File: src/rtl/bounce_sound.sv
// Piezo sound effects for paddle, wall and score events in the pong game.
// Optional feature macro BOUNCE_SOUND_SCORE_JINGLE_EN adds the two-note score jingle.
module bounce_sound #(
    parameter int HALF_PADDLE   = 11364,
    parameter int HALF_WALL     = 22727,
    parameter int HALF_SCORE_HI = 6818,
    parameter int HALF_SCORE_LO = 13636,
    parameter int NOTE_LEN      = 1200000
) (
    input  logic       clk,
    input  logic       reset,
    input  logic       enable,
    input  logic [1:0] bounce,
    input  logic       score_event,
    output logic       buzzer,
    output logic       busy
);

`ifdef BOUNCE_SOUND_SCORE_JINGLE_EN
    typedef enum logic [1:0] {IDLE, TONE, SCORE_HI, SCORE_LO} state_t;
`else
    typedef enum logic [1:0] {IDLE, TONE} state_t;
`endif

    typedef enum logic [1:0] {PRI_NONE, PRI_WALL, PRI_PADDLE, PRI_SCORE} pri_t;

    localparam logic [15:0] PADDLE_LIM = 16'(HALF_PADDLE - 1);
    localparam logic [15:0] WALL_LIM   = 16'(HALF_WALL - 1);
    localparam logic [20:0] DUR_LIM    = 21'(NOTE_LEN - 1);
`ifdef BOUNCE_SOUND_SCORE_JINGLE_EN
    localparam logic [15:0] SCORE_HI_LIM = 16'(HALF_SCORE_HI - 1);
    localparam logic [15:0] SCORE_LO_LIM = 16'(HALF_SCORE_LO - 1);
`endif

    state_t      state;
    logic [15:0] half_cnt;
    logic [20:0] dur_cnt;
    logic [1:0]  bounce_q;
    logic        primed;       // low for the first clk after reset so held inputs are not edges
    logic        tone_paddle;  // TONE is playing the paddle pitch rather than the wall pitch

    logic        bounce_chg;
    logic        paddle_ev;
    logic        wall_ev;
    logic        score_ev;
    pri_t        ev_pri;
    pri_t        cur_pri;
    logic        start;
    logic [15:0] half_lim;
    logic        half_end;
    logic        dur_end;

    assign bounce_chg = primed && enable && (bounce != bounce_q);
    assign paddle_ev  = bounce_chg && (bounce == 2'd1 || bounce == 2'd2);
    assign wall_ev    = bounce_chg && (bounce == 2'd3);

`ifdef BOUNCE_SOUND_SCORE_JINGLE_EN
    logic score_q;
    assign score_ev = primed && enable && score_event && !score_q;
`else
    logic unused_score;
    assign score_ev     = 1'b0;
    assign unused_score = ^{score_event, 16'(HALF_SCORE_HI), 16'(HALF_SCORE_LO)};
`endif

    // NOTE: every variable driven in always_comb gets a default first, so no latch is inferred.
    always_comb begin
        ev_pri = PRI_NONE;
        if (score_ev)       ev_pri = PRI_SCORE;
        else if (paddle_ev) ev_pri = PRI_PADDLE;
        else if (wall_ev)   ev_pri = PRI_WALL;
    end

    always_comb begin
        cur_pri  = PRI_NONE;
        half_lim = PADDLE_LIM;
        case (state)
            TONE: begin
                cur_pri  = tone_paddle ? PRI_PADDLE : PRI_WALL;
                half_lim = tone_paddle ? PADDLE_LIM : WALL_LIM;
            end
`ifdef BOUNCE_SOUND_SCORE_JINGLE_EN
            SCORE_HI: begin
                cur_pri  = PRI_SCORE;
                half_lim = SCORE_HI_LIM;
            end
            SCORE_LO: begin
                cur_pri  = PRI_SCORE;
                half_lim = SCORE_LO_LIM;
            end
`endif
            default: ;
        endcase
    end

    // Equal or higher priority restarts the note; lower priority is dropped.
    assign start    = (ev_pri != PRI_NONE) && (ev_pri >= cur_pri);
    assign half_end = (half_cnt == half_lim);
    assign dur_end  = (dur_cnt == DUR_LIM);

    // NOTE: sequential state uses non-blocking assignments and the asynchronous reset
    // clears every register, so the first clk after release starts from a known state.
    always_ff @(posedge clk or posedge reset) begin
        if (reset) begin
            state       <= IDLE;
            buzzer      <= 1'b0;
            busy        <= 1'b0;
            half_cnt    <= '0;
            dur_cnt     <= '0;
            bounce_q    <= '0;
            primed      <= 1'b0;
            tone_paddle <= 1'b0;
`ifdef BOUNCE_SOUND_SCORE_JINGLE_EN
            score_q     <= 1'b0;
`endif
        end else begin
            bounce_q <= bounce;
            primed   <= 1'b1;
`ifdef BOUNCE_SOUND_SCORE_JINGLE_EN
            score_q  <= score_event;
`endif
            if (!enable) begin
                state    <= IDLE;
                buzzer   <= 1'b0;
                busy     <= 1'b0;
                half_cnt <= '0;
                dur_cnt  <= '0;
            end else if (start) begin
                half_cnt <= '0;
                dur_cnt  <= '0;
                buzzer   <= 1'b1;
                busy     <= 1'b1;
`ifdef BOUNCE_SOUND_SCORE_JINGLE_EN
                if (ev_pri == PRI_SCORE) begin
                    state <= SCORE_HI;
                end else
`endif
                begin
                    state       <= TONE;
                    tone_paddle <= (ev_pri == PRI_PADDLE);
                end
            end else if (state != IDLE) begin
                if (dur_end) begin
                    half_cnt <= '0;
                    dur_cnt  <= '0;
                    case (state)
`ifdef BOUNCE_SOUND_SCORE_JINGLE_EN
                        SCORE_HI: begin
                            state  <= SCORE_LO;
                            buzzer <= 1'b1;
                        end
`endif
                        default: begin
                            state  <= IDLE;
                            buzzer <= 1'b0;
                            busy   <= 1'b0;
                        end
                    endcase
                end else begin
                    dur_cnt <= dur_cnt + 21'd1;
                    if (half_end) begin
                        half_cnt <= '0;
                        buzzer   <= ~buzzer;
                    end else begin
                        half_cnt <= half_cnt + 16'd1;
                    end
                end
            end
        end
    end

endmodule

File: config.mk
export PLATFORM = sky130hd
export DESIGN_NAME = bounce_sound
export DESIGN_NICKNAME = d
export VERILOG_FILES = /design/src/rtl/bounce_sound.sv
export SDC_FILE = /design/constraint.sdc
export NUM_CORES = 1
export LEC_CHECK = 0
export CORE_ASPECT_RATIO = 1.2
export CORE_MARGIN = 5
export CORE_UTILIZATION = 53
export CTS_CLUSTER_SIZE = 28
export DETAILED_ROUTE_END_ITERATION = 10
export HOLD_SLACK_MARGIN = 0.1
export PLACE_DENSITY_LB_ADDON = 0.25
export SLEW_MARGIN = 20
export SYNTH_ARGS = -nofsm -noshare
export SYNTH_HDL_FRONTEND = slang
export SYNTH_SLANG_ARGS = --single-unit
File: constraint.sdc
create_clock -name clk -period 2.56 [get_ports clk]
set_input_delay 0.512 -clock clk [delete_from_list [all_inputs] [get_ports clk]]
set_output_delay 0.512 -clock clk [all_outputs]
set_load 0.1 [all_outputs]
## Word level (Yosys, flattened, before mapping)

Index checks and enable logic that the tools add are counted.

| word-level totals | value |
|---|---|
| input bits | 6 |
| flip-flop bits (word level) | 45 |
| word-level logic and storage cells | 62 |

| operators by class | value |
|---|---|
| order comparisons | 1 |
| equality and inequality tests | 11 |
| bitwise operators | 1 |
| $add $sub $neg | 2 |
| reductions and logical operators | 11 |
| multiplexer cells | 28 |

Operators by type and width:

| kind | number |
|---|---|
| $mux W21 | 4 |
| $mux W16 | 5 |
| $mux W15 | 2 |
| $add A21 B1 Y21 const B | 1 |
| $eq A21 B21 Y1 const B | 1 |
| $add A16 B1 Y16 const B | 1 |
| $eq A16 B16 Y1 | 1 |
| $mux W2 | 7 |
| $mux W1 | 10 |
| $eq A2 B2 Y1 const B | 3 |
| $ne A3 B1 Y1 const B | 2 |
| $reduce_and A2 Y1 | 3 |
| $logic_and A1 B1 Y1 | 5 |
| $eq A2 B1 Y1 const B | 2 |
| $ne A4 B1 Y1 const B | 1 |
| $reduce_bool A2 Y1 | 2 |
| $ge A2 B2 Y1 | 1 |
| $ne A2 B2 Y1 | 1 |
| $logic_or A1 B1 Y1 | 1 |
| $not A1 Y1 | 1 |

## Depth between registers and ports, before layout

| logic depth | value |
|---|---|
| depth in word-level cells | 9 |
| depth in mapped cells | 11 |

## Least setup slack after synthesis

Ideal clock, no wire load.

| timing path | value |
|---|---|
| path kind | reg2reg |
| start | register, netlist name busy |
| end | register half_cnt[4] |
| clock period less this slack | 2.895 ns |
| path buffers | 3 |
| slack | -0.335 ns |
| arrival | 2.801 ns |
| cell stages (with the launch flop) | 11 |
| path through | dfrtp_1 > clkbuf_1 > nand2_1 > ha_1 > o22ai_1 > nor2_1 > a21oi_2 > buf_2 > buf_2 > o21ai_0 > a211oi_1 |

RTL lines:

| element | line | RTL |
|---|---|---|
| to (signal assigned) | 165 | `half_cnt <= half_cnt + 16'd1;` |
| to (decl) | 36 | `logic [15:0] half_cnt;` |

## Final worst setup path

| timing path | value |
|---|---|
| start | register bounce_q[1] |
| end | register half_cnt[8] |

| between the ends | value |
|---|---|
| cells in the longest elaborated chain, start to end | 9 |
| elaborated cells between the ends (all ways) | 12 |
| those cells by class | order compare (1); eq/ne (2); mux (4); reduce/logical (5) |

Ends and longest elaborated chain:

| element | line | RTL |
|---|---|---|
| from (decl) | 38 | `logic [1:0] bounce_q;` |
| from (signal assigned) | 117 | `bounce_q <= bounce;` |
| $ne A2 B2 Y1 (*) | 53 | `assign bounce_chg = primed && enable && (bounce != bounce_q);` |
| $logic_and A1 B1 Y1 (*) | 53 |  |
| $logic_and A1 B1 Y1 | 55 | `assign wall_ev = bounce_chg && (bounce == 2'd3);` |
| $mux W1 | 71 | `else if (wall_ev) ev_pri = PRI_WALL;` |
| $mux W2 (*) | 70 | `else if (paddle_ev) ev_pri = PRI_PADDLE;` |
| $ge A2 B2 Y1 / $reduce_bool A2 Y1 (equally long branches) | 97 | `assign start = (ev_pri != PRI_NONE) && (ev_pri >= cur_pri);` |
| $logic_and A1 B1 Y1 (*) | 97 |  |
| $mux W16 | 128 | `end else if (start) begin` |
| $mux W16 | 122 | `if (!enable) begin` |

Mark *: on every way between the ends. The rest lies on a longest branch, timed or not.
A chain may end at the register's enable or synchronous reset.

==> key figures <==
Die
  • FP Rows: 27
  • Core Box Area: roughly 0.0046 mm^2
  • Die height: 85.52 um
  • Initial Utilization: 54.82%
  • Die width: around 73 um
  • I/O pin count: 8
  • Die area: just over 0.006 mm^2

Global route
  • Initial antenna violation count: 0
  • Largest net degree at the start of global routing: 44
  • First-pass GRT wire length: 10790 um
  • Congestion Overflow GR: 0
  • Tot GR Track Use: approximately 22%
  • Vias in the first global route: ~2200

Status
  • Outcome: complete, no violations

Logic synthesis
  • FF+latch count, synth: between 40 and 50
  • Mapped Cells: between 200 and 300
  • Ys Warns: 0
  • Post-synth ARST share: 100.0%
  • Synth unique cells: 49
  • Mapped Area: between 0.002 and 0.003 mm^2
  • Syn Area/Cell: 9.226 um^2
  • Syn nets: between 200 and 300
  • EDFF count, synth: 0
  • Post-synthesis sequential area ratio: between 40% and 50%
  • Ys flop type: dfrtp_1

Routing
  • Wl on met1: between 2000 and 3000 um
  • DRC errors left: 0
  • Initial DRC Count: approximately 220
  • Via count: about 2300
  • Met2 wire len: about 3300 um
  • Pre-Repair DR Iteration Count: 4
  • Met3 Routed Length: 218 um
  • Final ANT Viol Nets: 0
  • Vias per cell: roughly 6.3
  • Wire per inst: 17.80 um
  • Drt total wl: between 6000 and 7000 um
  • Max layer used: met4

CTS
  • CTS tree: done
  • Clk root buf: clkbuf_8
  • Clk Latency, worst-skew pair: around 0.30 ns
  • # hold bufs at CTS: 0
  • CTS clk-pin slew, worst paths: approximately 0.080 ns
  • Clock sinks: between 40 and 50
  • Htree depth: 2
  • Clock Path Buffers: 2
  • Cts bufs inserted: 5

Pwr
  • Peak supply drop: 0.2326 mV
  • P_leak: around 1.2 nW
  • P per Cell Area: around 460 mW/mm^2
  • Pwr Total: ~1.5 mW

Finish
  • Share of layout cells above drive strength 1: 28.62%
  • Core Util, Final: around 69%
  • Fillers: 356
  • Post-route insts no fill: 362
  • # nets final: between 300 and 400
  • Reg area: between 0.001 and 0.0015 mm^2
  • Most frequent cells in the layout: 42 x dfrtp_1, 25 x nand2_1, 25 x buf_4, 21 x o21ai_0, 19 x nand3_1
  • Multi-input gate area: ~0.0016 mm^2
  • Commonest non-fill, non-tap cell in the layout: dfrtp_1
  • Syn-to-layout area delta: 25.83%
  • ANT cells: 0

Worst setup path
  • Setup crit start kind: register
  • Worst Setup SP: bounce_q[1]$_DFF_PP0_
  • CP required: between 2 and 3 ns
  • Crit Path Category: register to register
  • Worst EP arrival: approximately 2.8 ns
  • Highest fanout seen on the critical path: 5
  • Reg2Reg Launch Point: bounce_q[1]$_DFF_PP0_
  • CP max stage delay: around 0.50 ns
  • CP max stage cell: or4_4
  • Critical Path End Type: register
  • CP Cell Sequence: xnor2_2 > a21oi_2 > nand3b_1 > ha_4 > nor3b_4 > nor2_4 > a21oi_4 > bufbuf_16 > or4_4 > a211oi_2

Job
  • MaxCap Viol Count: 0

Timing
  • Slew Viols, Final: 0
  • Final worst path period need: between 2 and 3 ns
  • Worst Skew: approximately 0.013 ns
  • Achievable Freq: between 300 and 400 MHz
  • Fin. Hold Viols: 0
  • Worst slew pin tran: roughly 0.56 ns
  • Max_slew headroom: between 60 and 70%
  • Unrepaired setup endpoints after global routing: true
  • Hold slack: roughly 0.40 ns
  • Period utilisation layout: between 90% and 100%
  • Final WS setup: 0.02465 ns
  • Final Setup Violations: 0

Placement
  • Place WS: -0.5963 ns
  • Hpwl dp: around 4000 um
  • Inst Count DP: around 350
  • Placer Congestion: about 0.79
  • Port Buffer Count: 6

Min path
  • Worst min-delay path category: primary input to register
  • Hold_sp: bounce[0]
final cells by class:
class,count,area share [%]
clock buffers,8,3.158
well taps,58,2.290
inverters,7,0.8291
repair buffers,34,10.50
flip-flops and latches,43,34.07
multi-input cells,212,49.15
synth_stat cells (all sizes together) (5+ instances only):
| library cell | n | area [um^2] |
|---|---|---|
| dfrtp | 43 | 1076 |
| nand2 | 25 | 93.84 |
| a21oi | 23 | 126.4 |
| o21ai | 22 | 110.1 |
| or3 | 21 | 131.4 |
| nand3 | 19 | 95.09 |
| a211oi | 14 | 105.1 |
| inv | 7 | 26.28 |
| nand4 | 7 | 50.05 |
| nor2 | 7 | 26.28 |
| o31ai | 7 | 52.55 |
| or4 | 7 | 52.55 |
| clkbuf | 6 | 22.52 |
| buf | 5 | 31.28 |
| ha | 5 | 62.56 |
| nor3 | 5 | 46.30 |
| nor4 | 5 | 43.79 |
registers in the layout, summed over array words and instances (netlist names):
signal / flops
dur_cnt: 21
primed: 1
buzzer: 1
half_cnt: 16
tone_paddle: 1
bounce_q: 2
busy: 1
final timing paths:
path	depth (start not counted)	endpoint	slack, ns
worst max-delay path	10	half_cnt[8]$_DFFE_PP0P_	0.02
max in group asynchronous	3	busy$_DFFE_PP0P_	1.47
min in group asynchronous	3	dur_cnt[19]$_DFFE_PP0P_	0.65
worst min-delay path	1	bounce_q[0]$_DFF_PP0_	0.40
worst min register to register	2	dur_cnt[11]$_DFFE_PP0P_	0.58
worst max register to register	10	half_cnt[8]$_DFFE_PP0P_	0.02
logic make-up (layout without fill, tap and decap cells):
family / after synthesis / in the layout / synth area share (%)
mux: 3 / 3 / 1.242
other cells: 1 / 1 / 0.1489
simple gates: 126 / 126 / 30.95
flops: 43 / 43 / 42.72
xor+xnor: 5 / 5 / 1.739
compound gates: 72 / 72 / 17.54
buf+inv: 18 / 49 / 3.179
fa+ha+maj: 5 / 5 / 2.484
per-stage QoR:
step                area [um^2]  TNS, ns
floorplan                  2525        0
detailed placement         2786   -18.08
finish                     3169        0
global route               3169  -0.6521
global placement           2786   -14.64
CTS                        3062        0
what timing repair did:
item                                    4_1_cts  5_1_grt
cloned                                        2        0
resized for setup                            28       21
buffers inserted                              3        1
hold endpoints to repair                      0        0
pin swaps                                    16        9
endpoints found under the setup margin       39       26
critical path, delay by kind of cell, from the launching register on:
kind / cells / cell delay [ns]
AOI/OAI and AO/OA: 3 / 0.49
and+or+nand+nor: 4 / 0.84
buffers and inverters: 1 / 0.27
adders and majority gates: 1 / 0.31
DFF: 1 / 0.40
xor gates and xnor gates: 1 / 0.14
per-layer routing:
layer | GRT usage [%] | vias to the layer above
met3 | 4.338 | 8
met5 | 0 | -
met4 | 5.537 | 0
li1 | - | 1099
met1 | 29.57 | 1133
met2 | 35.30 | 41
power breakdown:
group	switching, mW	internal, mW	total, mW
sequential	0.0185	0.694	0.712
clock	0.230	0.246	0.477
combinational	0.152	0.126	0.278
Power figures use the tool's default switching activity.
